$ cat config.mk
export PLATFORM = sky130hd
export DESIGN_NAME = ofdm_mapper_flat
export DESIGN_NICKNAME = d
export VERILOG_FILES = /design/src/rtl/ofdm_mapper_if.sv /design/src/rtl/ofdm_mapper.sv /design/src/flat_wrapper.sv
export SDC_FILE = /design/constraint.sdc
export NUM_CORES = 1
export LEC_CHECK = 0
export CAP_MARGIN = 15
export CORE_UTILIZATION = 60
export CTS_CLUSTER_DIAMETER = 30
export DETAILED_ROUTE_END_ITERATION = 10
export GPL_ROUTABILITY_DRIVEN = 1
export GPL_TIMING_DRIVEN = 1
export PLACE_DENSITY = 0.8
export SLEW_MARGIN = 20
export SYNTH_ARGS = -nofsm -noshare
export SYNTH_HDL_FRONTEND = slang
export SYNTH_SLANG_ARGS = --single-unit
$ cat constraint.sdc
create_clock -name aclk -period 8.2 [get_ports aclk]
set_input_delay 1.23 -clock aclk [delete_from_list [all_inputs] [get_ports aclk]]
set_output_delay 1.23 -clock aclk [all_outputs]
set_load 0.005 [all_outputs]
$ cat src/rtl/ofdm_mapper_if.sv
// AXI-Stream style bundle used on both sides of the OFDM constellation mapper.
// The master modport drives data/user/valid/last and receives ready;
// the slave modport is the mirror image.
interface ofdm_mapper_if #(
    parameter int DATA_W = 8,
    parameter int USER_W = 4
);
    logic [DATA_W-1:0] tdata;
    logic [USER_W-1:0] tuser;
    logic              tvalid;
    logic              tready;
    logic              tlast;

    modport master (
        output tdata,
        output tuser,
        output tvalid,
        output tlast,
        input  tready
    );

    modport slave (
        input  tdata,
        input  tuser,
        input  tvalid,
        input  tlast,
        output tready
    );
endinterface

$ cat src/rtl/ofdm_mapper.sv
// OFDM constellation mapper sitting right after the 802.11 block interleaver.
// Interleaved coded bytes (bit0 first) are collected in a 16-bit bit buffer
// and turned into one Gray-coded BPSK/QPSK/16-QAM/64-QAM sample per cycle.
// The rate code of the first byte of a packet selects the modulation for the
// whole packet. Output samples are {Q, I}, two's complement Q2.(WIDTH-2).
module ofdm_mapper #(
    parameter int WIDTH = 16
) (
    input  logic          aclk,
    input  logic          aresetn,
    ofdm_mapper_if.slave  s_axis,
    ofdm_mapper_if.master m_axis
);

    // 802.11 SIGNAL-field rate codes
    localparam logic [3:0] RATE_6M  = 4'b1011;
    localparam logic [3:0] RATE_9M  = 4'b1111;
    localparam logic [3:0] RATE_12M = 4'b1010;
    localparam logic [3:0] RATE_18M = 4'b1110;
    localparam logic [3:0] RATE_24M = 4'b1001;
    localparam logic [3:0] RATE_36M = 4'b1101;
    localparam logic [3:0] RATE_48M = 4'b1000;
    localparam logic [3:0] RATE_54M = 4'b1100;

    // Per-modulation scale: round(2^(WIDTH-2) / sqrt(norm)), norm = 1, 2, 10, 42.
    // For WIDTH=16 these come out as 16384, 11585, 5181, 2528.
    localparam real SCALE   = 2.0 ** (WIDTH - 2);
    localparam int  K_BPSK  = $rtoi(SCALE + 0.5);
    localparam int  K_QPSK  = $rtoi(SCALE * 0.7071067811865476 + 0.5);
    localparam int  K_QAM16 = $rtoi(SCALE * 0.31622776601683794 + 0.5);
    localparam int  K_QAM64 = $rtoi(SCALE * 0.1543033499620919 + 0.5);

    typedef enum logic [1:0] {IDLE, RUN, DRAIN} state_t;
    typedef enum logic [1:0] {MOD_BPSK, MOD_QPSK, MOD_QAM16, MOD_QAM64} mod_t;

    state_t                 state_q, state_d;
    logic [3:0]             rate_q;
    logic [15:0]            bits_q, bits_d;
    logic [4:0]             cnt_q, cnt_d;
    logic                   alive_q;

    logic [2*WIDTH-1:0]     out_data_q;
    logic [3:0]             out_user_q;
    logic                   out_valid_q;
    logic                   out_last_q;

    mod_t                   mod;
    logic [4:0]             nbpsc;
    logic [4:0]             rem;
    logic                   s_ready;
    logic                   accept;
    logic                   have_sym;
    logic                   load;
    logic                   last_hs;
    logic                   drain_empty;
    logic                   flush;

    int                     lvl_i, lvl_q, k_sel, prod_i, prod_q;
    logic signed [WIDTH-1:0] sym_i, sym_q;

    // Gray-coded 16-QAM axis level from two bits (first bit is the MSB of the label)
    function automatic int lvl16(input logic b_first, input logic b_second);
        case ({b_first, b_second})
            2'b00:   return -3;
            2'b01:   return -1;
            2'b11:   return 1;
            default: return 3;
        endcase
    endfunction

    // Gray-coded 64-QAM axis level from three bits
    function automatic int lvl64(input logic b_a, input logic b_b, input logic b_c);
        case ({b_a, b_b, b_c})
            3'b000:  return -7;
            3'b001:  return -5;
            3'b011:  return -3;
            3'b010:  return -1;
            3'b110:  return 1;
            3'b111:  return 3;
            3'b101:  return 5;
            default: return 7;
        endcase
    endfunction

    // Decode the latched rate into a modulation and coded bits per subcarrier
    always_comb begin
        mod   = MOD_BPSK;
        nbpsc = 5'd1;
        case (rate_q)
            RATE_6M, RATE_9M:   begin mod = MOD_BPSK;  nbpsc = 5'd1; end
            RATE_12M, RATE_18M: begin mod = MOD_QPSK;  nbpsc = 5'd2; end
            RATE_24M, RATE_36M: begin mod = MOD_QAM16; nbpsc = 5'd4; end
            RATE_48M, RATE_54M: begin mod = MOD_QAM64; nbpsc = 5'd6; end
            default:            begin mod = MOD_BPSK;  nbpsc = 5'd1; end
        endcase
    end

    // Handshake and buffer bookkeeping; ready depends only on registers
    assign s_ready     = alive_q && (state_q != DRAIN) && (cnt_q <= 5'd8);
    assign accept      = s_axis.tvalid && s_ready;
    assign have_sym    = (cnt_q >= nbpsc);
    assign load        = (!out_valid_q || m_axis.tready) && have_sym;
    assign rem         = cnt_q - (load ? nbpsc : 5'd0);
    assign last_hs     = out_valid_q && out_last_q && m_axis.tready;
    assign drain_empty = (state_q == DRAIN) && !have_sym && !(out_valid_q && out_last_q);
    assign flush       = last_hs || drain_empty;

    // Consume the low bits for a symbol and append an accepted byte above what remains
    always_comb begin
        bits_d = load ? (bits_q >> nbpsc) : bits_q;
        if (accept) begin
            bits_d = bits_d | ({8'h00, s_axis.tdata} << rem);
        end
        cnt_d = rem + (accept ? 5'd8 : 5'd0);
    end

    // Map the low bits of the buffer to scaled I/Q levels
    always_comb begin
        lvl_i = 0;
        lvl_q = 0;
        k_sel = K_BPSK;
        case (mod)
            MOD_BPSK: begin
                lvl_i = bits_q[0] ? 1 : -1;
                lvl_q = 0;
                k_sel = K_BPSK;
            end
            MOD_QPSK: begin
                lvl_i = bits_q[0] ? 1 : -1;
                lvl_q = bits_q[1] ? 1 : -1;
                k_sel = K_QPSK;
            end
            MOD_QAM16: begin
                lvl_i = lvl16(bits_q[0], bits_q[1]);
                lvl_q = lvl16(bits_q[2], bits_q[3]);
                k_sel = K_QAM16;
            end
            MOD_QAM64: begin
                lvl_i = lvl64(bits_q[0], bits_q[1], bits_q[2]);
                lvl_q = lvl64(bits_q[3], bits_q[4], bits_q[5]);
                k_sel = K_QAM64;
            end
            default: begin
                lvl_i = 0;
                lvl_q = 0;
                k_sel = K_BPSK;
            end
        endcase
        prod_i = lvl_i * k_sel;
        prod_q = lvl_q * k_sel;
    end

    assign sym_i = prod_i[WIDTH-1:0];
    assign sym_q = prod_q[WIDTH-1:0];

    // Packet FSM next-state logic
    always_comb begin
        state_d = state_q;
        case (state_q)
            IDLE:    if (accept) state_d = s_axis.tlast ? DRAIN : RUN;
            RUN:     if (accept && s_axis.tlast) state_d = DRAIN;
            DRAIN:   if (flush) state_d = IDLE;
            default: state_d = IDLE;
        endcase
    end

    // Packet FSM state register
    always_ff @(posedge aclk or negedge aresetn) begin
        if (!aresetn) begin
            state_q <= IDLE;
        end else begin
            state_q <= state_d;
        end
    end

    // Bit buffer, rate latch and the out-of-reset flag that gates ready
    always_ff @(posedge aclk or negedge aresetn) begin
        if (!aresetn) begin
            bits_q  <= '0;
            cnt_q   <= '0;
            rate_q  <= RATE_6M;
            alive_q <= 1'b0;
        end else begin
            alive_q <= 1'b1;
            if (flush) begin
                bits_q <= '0;
                cnt_q  <= '0;
            end else begin
                bits_q <= bits_d;
                cnt_q  <= cnt_d;
            end
            if (accept && (state_q == IDLE)) begin
                rate_q <= s_axis.tuser;
            end
        end
    end

    // Output register: load a new sample when free, otherwise hold it stable
    always_ff @(posedge aclk or negedge aresetn) begin
        if (!aresetn) begin
            out_data_q  <= '0;
            out_user_q  <= '0;
            out_valid_q <= 1'b0;
            out_last_q  <= 1'b0;
        end else if (load) begin
            out_data_q  <= {sym_q, sym_i};
            out_user_q  <= rate_q;
            out_valid_q <= 1'b1;
            out_last_q  <= (state_q == DRAIN) && (rem < nbpsc);
        end else if (m_axis.tready) begin
            out_valid_q <= 1'b0;
            out_last_q  <= 1'b0;
        end
    end

    assign s_axis.tready = s_ready;
    assign m_axis.tdata  = out_data_q;
    assign m_axis.tuser  = out_user_q;
    assign m_axis.tvalid = out_valid_q;
    assign m_axis.tlast  = out_last_q;

endmodule

$ cat src/flat_wrapper.sv
// flat-port wrapper written by rule: the top's interface ports become plain ports
module ofdm_mapper_flat 
#(
    parameter int WIDTH = 16
)
  (aclk, aresetn, s_axis_tdata, s_axis_tuser, s_axis_tvalid, s_axis_tlast, s_axis_tready, m_axis_tdata, m_axis_tuser, m_axis_tvalid, m_axis_tlast, m_axis_tready);
  ofdm_mapper_if #(.DATA_W(8), .USER_W(4)) s_axis_i ();
  ofdm_mapper_if #(.DATA_W(32), .USER_W(4)) m_axis_i ();
  input  logic aclk;
  input  logic aresetn;
  input wire logic [$bits(s_axis_i.tdata)-1:0] s_axis_tdata;
  input wire logic [$bits(s_axis_i.tuser)-1:0] s_axis_tuser;
  input wire logic [$bits(s_axis_i.tvalid)-1:0] s_axis_tvalid;
  input wire logic [$bits(s_axis_i.tlast)-1:0] s_axis_tlast;
  output wire logic [$bits(s_axis_i.tready)-1:0] s_axis_tready;
  output wire logic [$bits(m_axis_i.tdata)-1:0] m_axis_tdata;
  output wire logic [$bits(m_axis_i.tuser)-1:0] m_axis_tuser;
  output wire logic [$bits(m_axis_i.tvalid)-1:0] m_axis_tvalid;
  output wire logic [$bits(m_axis_i.tlast)-1:0] m_axis_tlast;
  input wire logic [$bits(m_axis_i.tready)-1:0] m_axis_tready;
  assign s_axis_i.tdata = s_axis_tdata;
  assign s_axis_i.tuser = s_axis_tuser;
  assign s_axis_i.tvalid = s_axis_tvalid;
  assign s_axis_i.tlast = s_axis_tlast;
  assign s_axis_tready = s_axis_i.tready;
  assign m_axis_tdata = m_axis_i.tdata;
  assign m_axis_tuser = m_axis_i.tuser;
  assign m_axis_tvalid = m_axis_i.tvalid;
  assign m_axis_tlast = m_axis_i.tlast;
  assign m_axis_i.tready = m_axis_tready;
  ofdm_mapper #(.WIDTH(WIDTH)) u_core (.aclk(aclk), .aresetn(aresetn), .s_axis(s_axis_i), .m_axis(m_axis_i));
endmodule
== Word-level counts from Yosys, hierarchy flattened ==
Memory sizes are Yosys's and may differ from the RTL's.
Index checks and enable logic that the tools add are counted.

* Bits in registers: 66
* Latch bits: 0
* RAM bits: 0
* Memory bits (read-only): 80
* Word-level logic and storage cells: 93
* Memories: 1

{| class="wikitable"
|+ Memories
! memory !! words !! bits a word !! rd ports !! clocked after Yosys merged registers in !! wr ports !! RTL line !! RTL
|-
| (no name shown) || 16 || 5 || 1 || 0 || 0 || ofdm_mapper.sv:89 || <nowiki>case (rate_q)</nowiki>
|}

* $add $sub $neg: 2
* Multipliers: 2
* Div/mod/pow operators: 0
* Magnitude comparators: 3
* Eq/ne operators: 25
* Shift-type cells: 2
* Mux-type cells: 23
* Bitwise logic cells: 1
* Reduce and logical (&&, ||, !) cells: 25

{| class="wikitable"
|+ Operators by type and width
! kind !! number
|-
| 32-bit one-hot mux with 7 select lines || 2
|-
| 32-bit one-hot mux with 3 select lines || 3
|-
| 32-bit one-hot mux with 4 select lines || 2
|-
| 32-bit by 32-bit multiplier with 16-bit output || 2
|-
| 32-bit two-way mux || 2
|-
| 16-bit two-way mux || 3
|-
| 3-bit == test, second input constant || 6
|-
| 16-bit bitwise OR || 1
|-
| 8-bit by 5-bit left shift with 16-bit output || 1
|-
| 16-bit by 5-bit >> shifter with 16-bit output || 1
|-
| 3-bit by 2-bit == test with 1-bit output, second input constant || 4
|-
| 1-bit logical AND || 11
|-
| 2-bit == test, second input constant || 5
|-
| 5-bit two-way mux || 2
|-
| 2-bit by 1-bit == test with 1-bit output, second input constant || 4
|-
| 2-bit zero test || 4
|-
| 2-bit two-way mux || 4
|-
| 3-bit by 1-bit == test with 1-bit output, second input constant || 2
|-
| 3-bit zero test || 2
|-
| 2-bit by 1-bit inequality test with 1-bit output, second input constant || 3
|-
| 2-bit one-hot mux with 3 select lines || 1
|-
| 5-bit adder || 1
|-
| 5-bit greater-or-equal comparator || 1
|-
| 5-bit by 4-bit <= comparator with 1-bit output, second input constant || 1
|-
| 10 further kinds || 15
|}

== Logic depth before layout (Yosys ltp) ==
* Depth after elaboration: 9
* Depth in mapped cells: 31

== Worst setup path after synthesis ==
Ideal clock, no wire load.

* Path kind: register to register
* From: reg u_core.rate_q[3]
* To: reg u_core.out_data_q[15] (netlist: u_core.m_axis.tdata[15])
* Library setup time: 0.125 ns
* Data arrival time: 7.002 ns
* Slack: 1.073 ns
* Cell stages (with the launch flop): 26
* Buffers on the path: 3
* Clock period less this slack: 7.127 ns
* Cells stage by stage: dfstp_2 -> buf_2 -> inv_2 -> nor2_2 -> clkbuf_1 -> clkbuf_1 -> inv_1 -> ha_1 -> nand2b_1 -> o32ai_4 -> nand2_1 -> inv_1 -> fa_1 -> inv_1 -> fa_1 -> fa_1 -> fa_1 -> fa_1 -> fa_1 -> xnor2_1 -> xnor2_1 -> xnor2_1 -> xnor2_1 -> xnor3_1 -> xnor2_1 -> mux2_4

* Cells in the longest elaborated chain, start to end: 5
* Elaborated cells on any way between the ends: 11
* Classes of those cells: mul: 1; order compare: 1; eq/ne: 3; mux: 2; reduce/logical: 3; memory: 1

{| class="wikitable"
|+ Ends and longest elaborated chain
! item !! RTL line !! RTL
|-
| start: declaration || ofdm_mapper.sv:37 || <nowiki>logic [3:0] rate_q;</nowiki>
|-
| start signal: assignment || ofdm_mapper.sv:193 || <nowiki>rate_q <= s_axis.tuser;</nowiki>
|-
| memory read 16 x 5 bit (*) || n/a ||
|-
| 2-bit by 1-bit == test with 1-bit output / 2-bit zero test (equally long branches) || ofdm_mapper.sv:122 || <nowiki>case (mod)</nowiki>
|-
| 2-bit OR reduction (no line) || n/a ||
|-
| 32-bit one-hot mux with 3 select lines || ofdm_mapper.sv:122 ||
|-
| 32-bit by 32-bit multiplier with 16-bit output || ofdm_mapper.sv:149 || <nowiki>prod_i = lvl_i * k_sel;</nowiki>
|-
| end signal: assignment || ofdm_mapper.sv:206 || <nowiki>out_data_q <= {sym_q, sym_i};</nowiki>
|-
| end: declaration || ofdm_mapper.sv:42 || <nowiki>logic [2*WIDTH-1:0] out_data_q;</nowiki>
|}

Every way passes the cells marked *; elsewhere a longest branch is shown, timed or not. The select of a mux whose other input is x is not followed.
A chain may end at the register's enable or synchronous reset.

== Final worst setup path ==
* From: reg u_core.rate_q[3]
* To: reg u_core.out_data_q[31] (netlist: u_core.m_axis.tdata[31])

* Cells in the longest elaborated chain, start to end: 4
* Elaborated cells on any way between the ends: 10
* Classes of those cells: mul: 1; order compare: 1; eq/ne: 3; mux: 2; reduce/logical: 2; memory: 1

{| class="wikitable"
|+ Ends and longest elaborated chain
! item !! RTL line !! RTL
|-
| memory read 16 x 5 bit (*) || n/a ||
|-
| 2-bit == test, or another cell as far along || n/a ||
|-
| 32-bit one-hot mux with 4 select lines || ofdm_mapper.sv:122 ||
|-
| 32-bit by 32-bit multiplier with 16-bit output || ofdm_mapper.sv:150 || <nowiki>prod_q = lvl_q * k_sel;</nowiki>
|}

Marked as above.

==> out/results.tsv <==
metric	value	unit
result of the run	complete, no violations	
Core Rows	44	
Max clock buf depth	2	
Critical Path Fanout Max	13	
count of nets after finishing	1301	
Hold Fails Final Rpt	0	
Crit-path slowest cell	dfstp_2	
WL/cell	16.4	um
sequential area share after synthesis	0.179	
Vias	7131	
post-synth top area share	0.192	
GP Congestion	0.911	
final period utilization	0.871	
EDFF count, synth	0	
CTS Hold Bufs	0	
dpl hpwl	16200	um
total CTS buffers	9	
count of state elements after synthesis	65	
CTS sink count	65	
Setup-failing EPs final	0	
post-synth net total	1263	
Final Util	0.687	
worst hold path class	flop to flop	
WS Path Type	flop to flop	
fmax	140	MHz
Top FF cell, synth	dfrtp_1	
worst skew pair latency	350	ps
Buf/Inv on CP	7	
# fillers	1134	
clock slew at reported path FFs	60	ps
setup TNS	0	ps
port buffer count	55	
Residual DRC	0	
MaxCap Viol Count	0	
vias in the first global route	7144	
CTS tree	built	
total global routing overflow	0	
first-pass GRT wire length	34700	um
Top cell by count, worst path	inv_1	
Area contributors post-synth	ha_1, fa_1, dfrtp_1, inv_1, nand2_1	
combined area of the multi-input logic cells	0.00662	mm^2
Worst Setup Start Kind	flop	
Critical Path Sink Type	flop	
asr flop ratio synth	1.00	
clock skew	6.62	ps
largest net degree at the start of global routing	85	
DRT Pass-1 Iters	5	
Crit path largest cell delay	650	ps
share of post-route cells with drive strength above 1	0.0563	
Mean Syn Cell Area	8.93	um^2
H-tree depth	3	
Syn. warnings	0	
number of routed nets with antenna violations	0	
io pins	56	
worst path cell trace	nand2b_1 -> inv_2 -> ha_1 -> inv_1 -> o32a_1 -> a21oi_2 -> nand2_1 -> inv_1 -> ha_1 -> ha_1 -> inv_1 -> fa_1 -> fa_1 -> inv_1 -> fa_1 -> inv_1 -> fa_1 -> inv_1 -> ha_1 -> and3_1 -> a2bb2oi_1 -> a31oi_1 -> xnor2_1 -> o21ai_1	
vias per cell	5.71	
CTS root buf	clkbuf_16	
Worst Max-Slew Pin Slew	877	ps
leading area contributor after synthesis	ha_1	
minimum clock period	7140	ps
top cell family by delay on the critical path	adder cells	
Yosys cell types	73	
final slew viol count	0	
CTS-repair resized insts	0	
Worst EP arrival	7340	ps
DRT Wirelength	20500	um
Layout area overhead	10.6	%
worst path required time	8400	ps
FF/Latch Area	0.00163	mm^2
DRT iter0 DRCs	490	
initial antenna violation count	0	
n_diodes	0	
Die Area	0.0157	mm^2
core area	0.0147	mm^2
Mapped Area	0.00913	mm^2
RSZ-0062 raised after global routing	no	
starting density of the core	0.621	
Slew headroom	0.413	
Post-CTS Setup Repair Bufs	0	
GRT Util Overall	0.278	
Synth Instances	1022	
die width	125	um
die height	125	um
cell usage after synthesis (4+ instances only):
cell type	instances
inv_1	181
ha_1	140
nand2_1	119
fa_1	84
dfrtp_1	62
a21oi_1	48
nor2_1	41
xnor2_1	38
o21ai_0	35
clkbuf_1	23
nand3_1	18
xor2_1	18
and2_1	13
mux2i_1	13
nor3_1	13
a211oi_1	11
a21o_1	11
a31oi_1	9
buf_2	9
and3_1	7
nand2b_1	7
nor2b_1	7
nor3b_1	6
o21a_1	6
and2_2	5
inv_2	5
mux2_2	5
o21bai_1	5
or3_1	5
a22oi_1	4
buf_6	4
o31ai_1	4
or4_1	4
flip-flops by register name, summed over array words and instances (netlist names):
| name | flops |
|---|---|
| u_core.m_axis.tdata | 31 |
| u_core.bits_q | 16 |
| u_core.cnt_q | 5 |
| u_core.m_axis.tuser | 4 |
| u_core.rate_q | 4 |
| u_core.state_q | 2 |
| u_core.alive_q | 1 |
| u_core.m_axis.tlast | 1 |
| u_core.m_axis.tvalid | 1 |
worst reg2reg max path, stage by stage, from the launching register on:
cell and delay, ps:
dfstp_2 650, nand2b_1 110, inv_2 220, ha_1 430
inv_1 130, o32a_1 390, a21oi_2 240, nand2_1 370
inv_1 260, ha_1 320, ha_1 440, inv_1 80
fa_1 410, fa_1 540, inv_1 60, fa_1 530
inv_1 60, fa_1 490, inv_1 40, ha_1 330
and3_1 160, a2bb2oi_1 280, a31oi_1 160, xnor2_1 200
o21ai_1 80
layer usage:
layer / track usage / vias to the layer above / wire (um)
met2: 0.455 / 215 / 9630
met3: 0.0479 / 46 / 1030
met1: 0.370 / 3446 / 9230
li1: - / 3424 / -
met4: 0.108 / 0 / 631
met5: 0 / - / 0
stage by stage:
stage          cell area [um^2]  hold WS (ps)  cells  setup slack [ps]
4_1_cts                   10100           469   1249              1040
3_3_place_gp               9790           446   1233              1270
5_1_grt                   10100           486   1249               512
2_1_floorplan              9130           433   1022              1070
6_report                  10100           466   1249              1060
3_5_place_dp               9790           456   1233              1080
placed cells by master (no fill, tap or decap), types with 6 or more instances in the layout:
| cell type | instances |
|---|---|
| fa_1 | 84 |
| nand2_1 | 119 |
| a21oi_1 | 47 |
| buf_4 | 9 |
| a211oi_1 | 11 |
| o21ai_0 | 35 |
| nor3b_1 | 6 |
| o21a_1 | 6 |
| nor2_1 | 41 |
| xor2_1 | 18 |
| ha_1 | 140 |
| inv_1 | 181 |
| xnor2_1 | 38 |
| clkbuf_16 | 9 |
| nand3_1 | 18 |
| and2_1 | 13 |
| nor3_1 | 13 |
| a31oi_1 | 9 |
| and3_1 | 7 |
| clkdlybuf4s50_1 | 54 |
| nor2b_1 | 7 |
| mux2i_1 | 13 |
| a21o_1 | 11 |
| dfrtp_1 | 62 |
| nand2b_1 | 6 |
path summary, 6_finish.rpt:
kind,startpoint,to,slack (ps),cells past startpoint
max,u_core.rate_q[3],u_core.m_axis.tdata[31],1060,24
min,u_core.state_q[1],u_core.state_q[0],470,1
max reg2reg,u_core.rate_q[3],u_core.m_axis.tdata[31],1060,24
min reg2reg,u_core.state_q[1],u_core.state_q[0],470,1
max in group asynchronous,aresetn,u_core.m_axis.tdata[31],6570,2
min in group asynchronous,aresetn,u_core.m_axis.tdata[4],1060,2
logic make-up (layout without fill, tap and decap cells):
| group | count (synthesis) | count (layout) | share of synthesized area |
|---|---|---|---|
| DFF | 65 | 65 | 0.179 |
| xor gates and xnor gates | 60 | 60 | 0.0638 |
| adders and majority gates | 224 | 224 | 0.376 |
| other | 1 | 1 | 0.000411 |
| buffers and inverters | 223 | 266 | 0.0967 |
| AOI/OAI and AO/OA | 167 | 167 | 0.122 |
| and+or+nand+nor | 261 | 261 | 0.136 |
| muxes | 21 | 21 | 0.0270 |
final cells by class:
class	count	area share
Clock buffer	9	0.0223
Sequential cell	65	0.161
Multi-Input combinational cell	734	0.656
Inverter	186	0.0692
Timing Repair Buffer	64	0.0607
Tap cell	184	0.0228
Clock inverter	7	0.00781
Power is not shown: default switching activity piles up to over one toggle a cycle in this logic, so the estimate is an artifact.
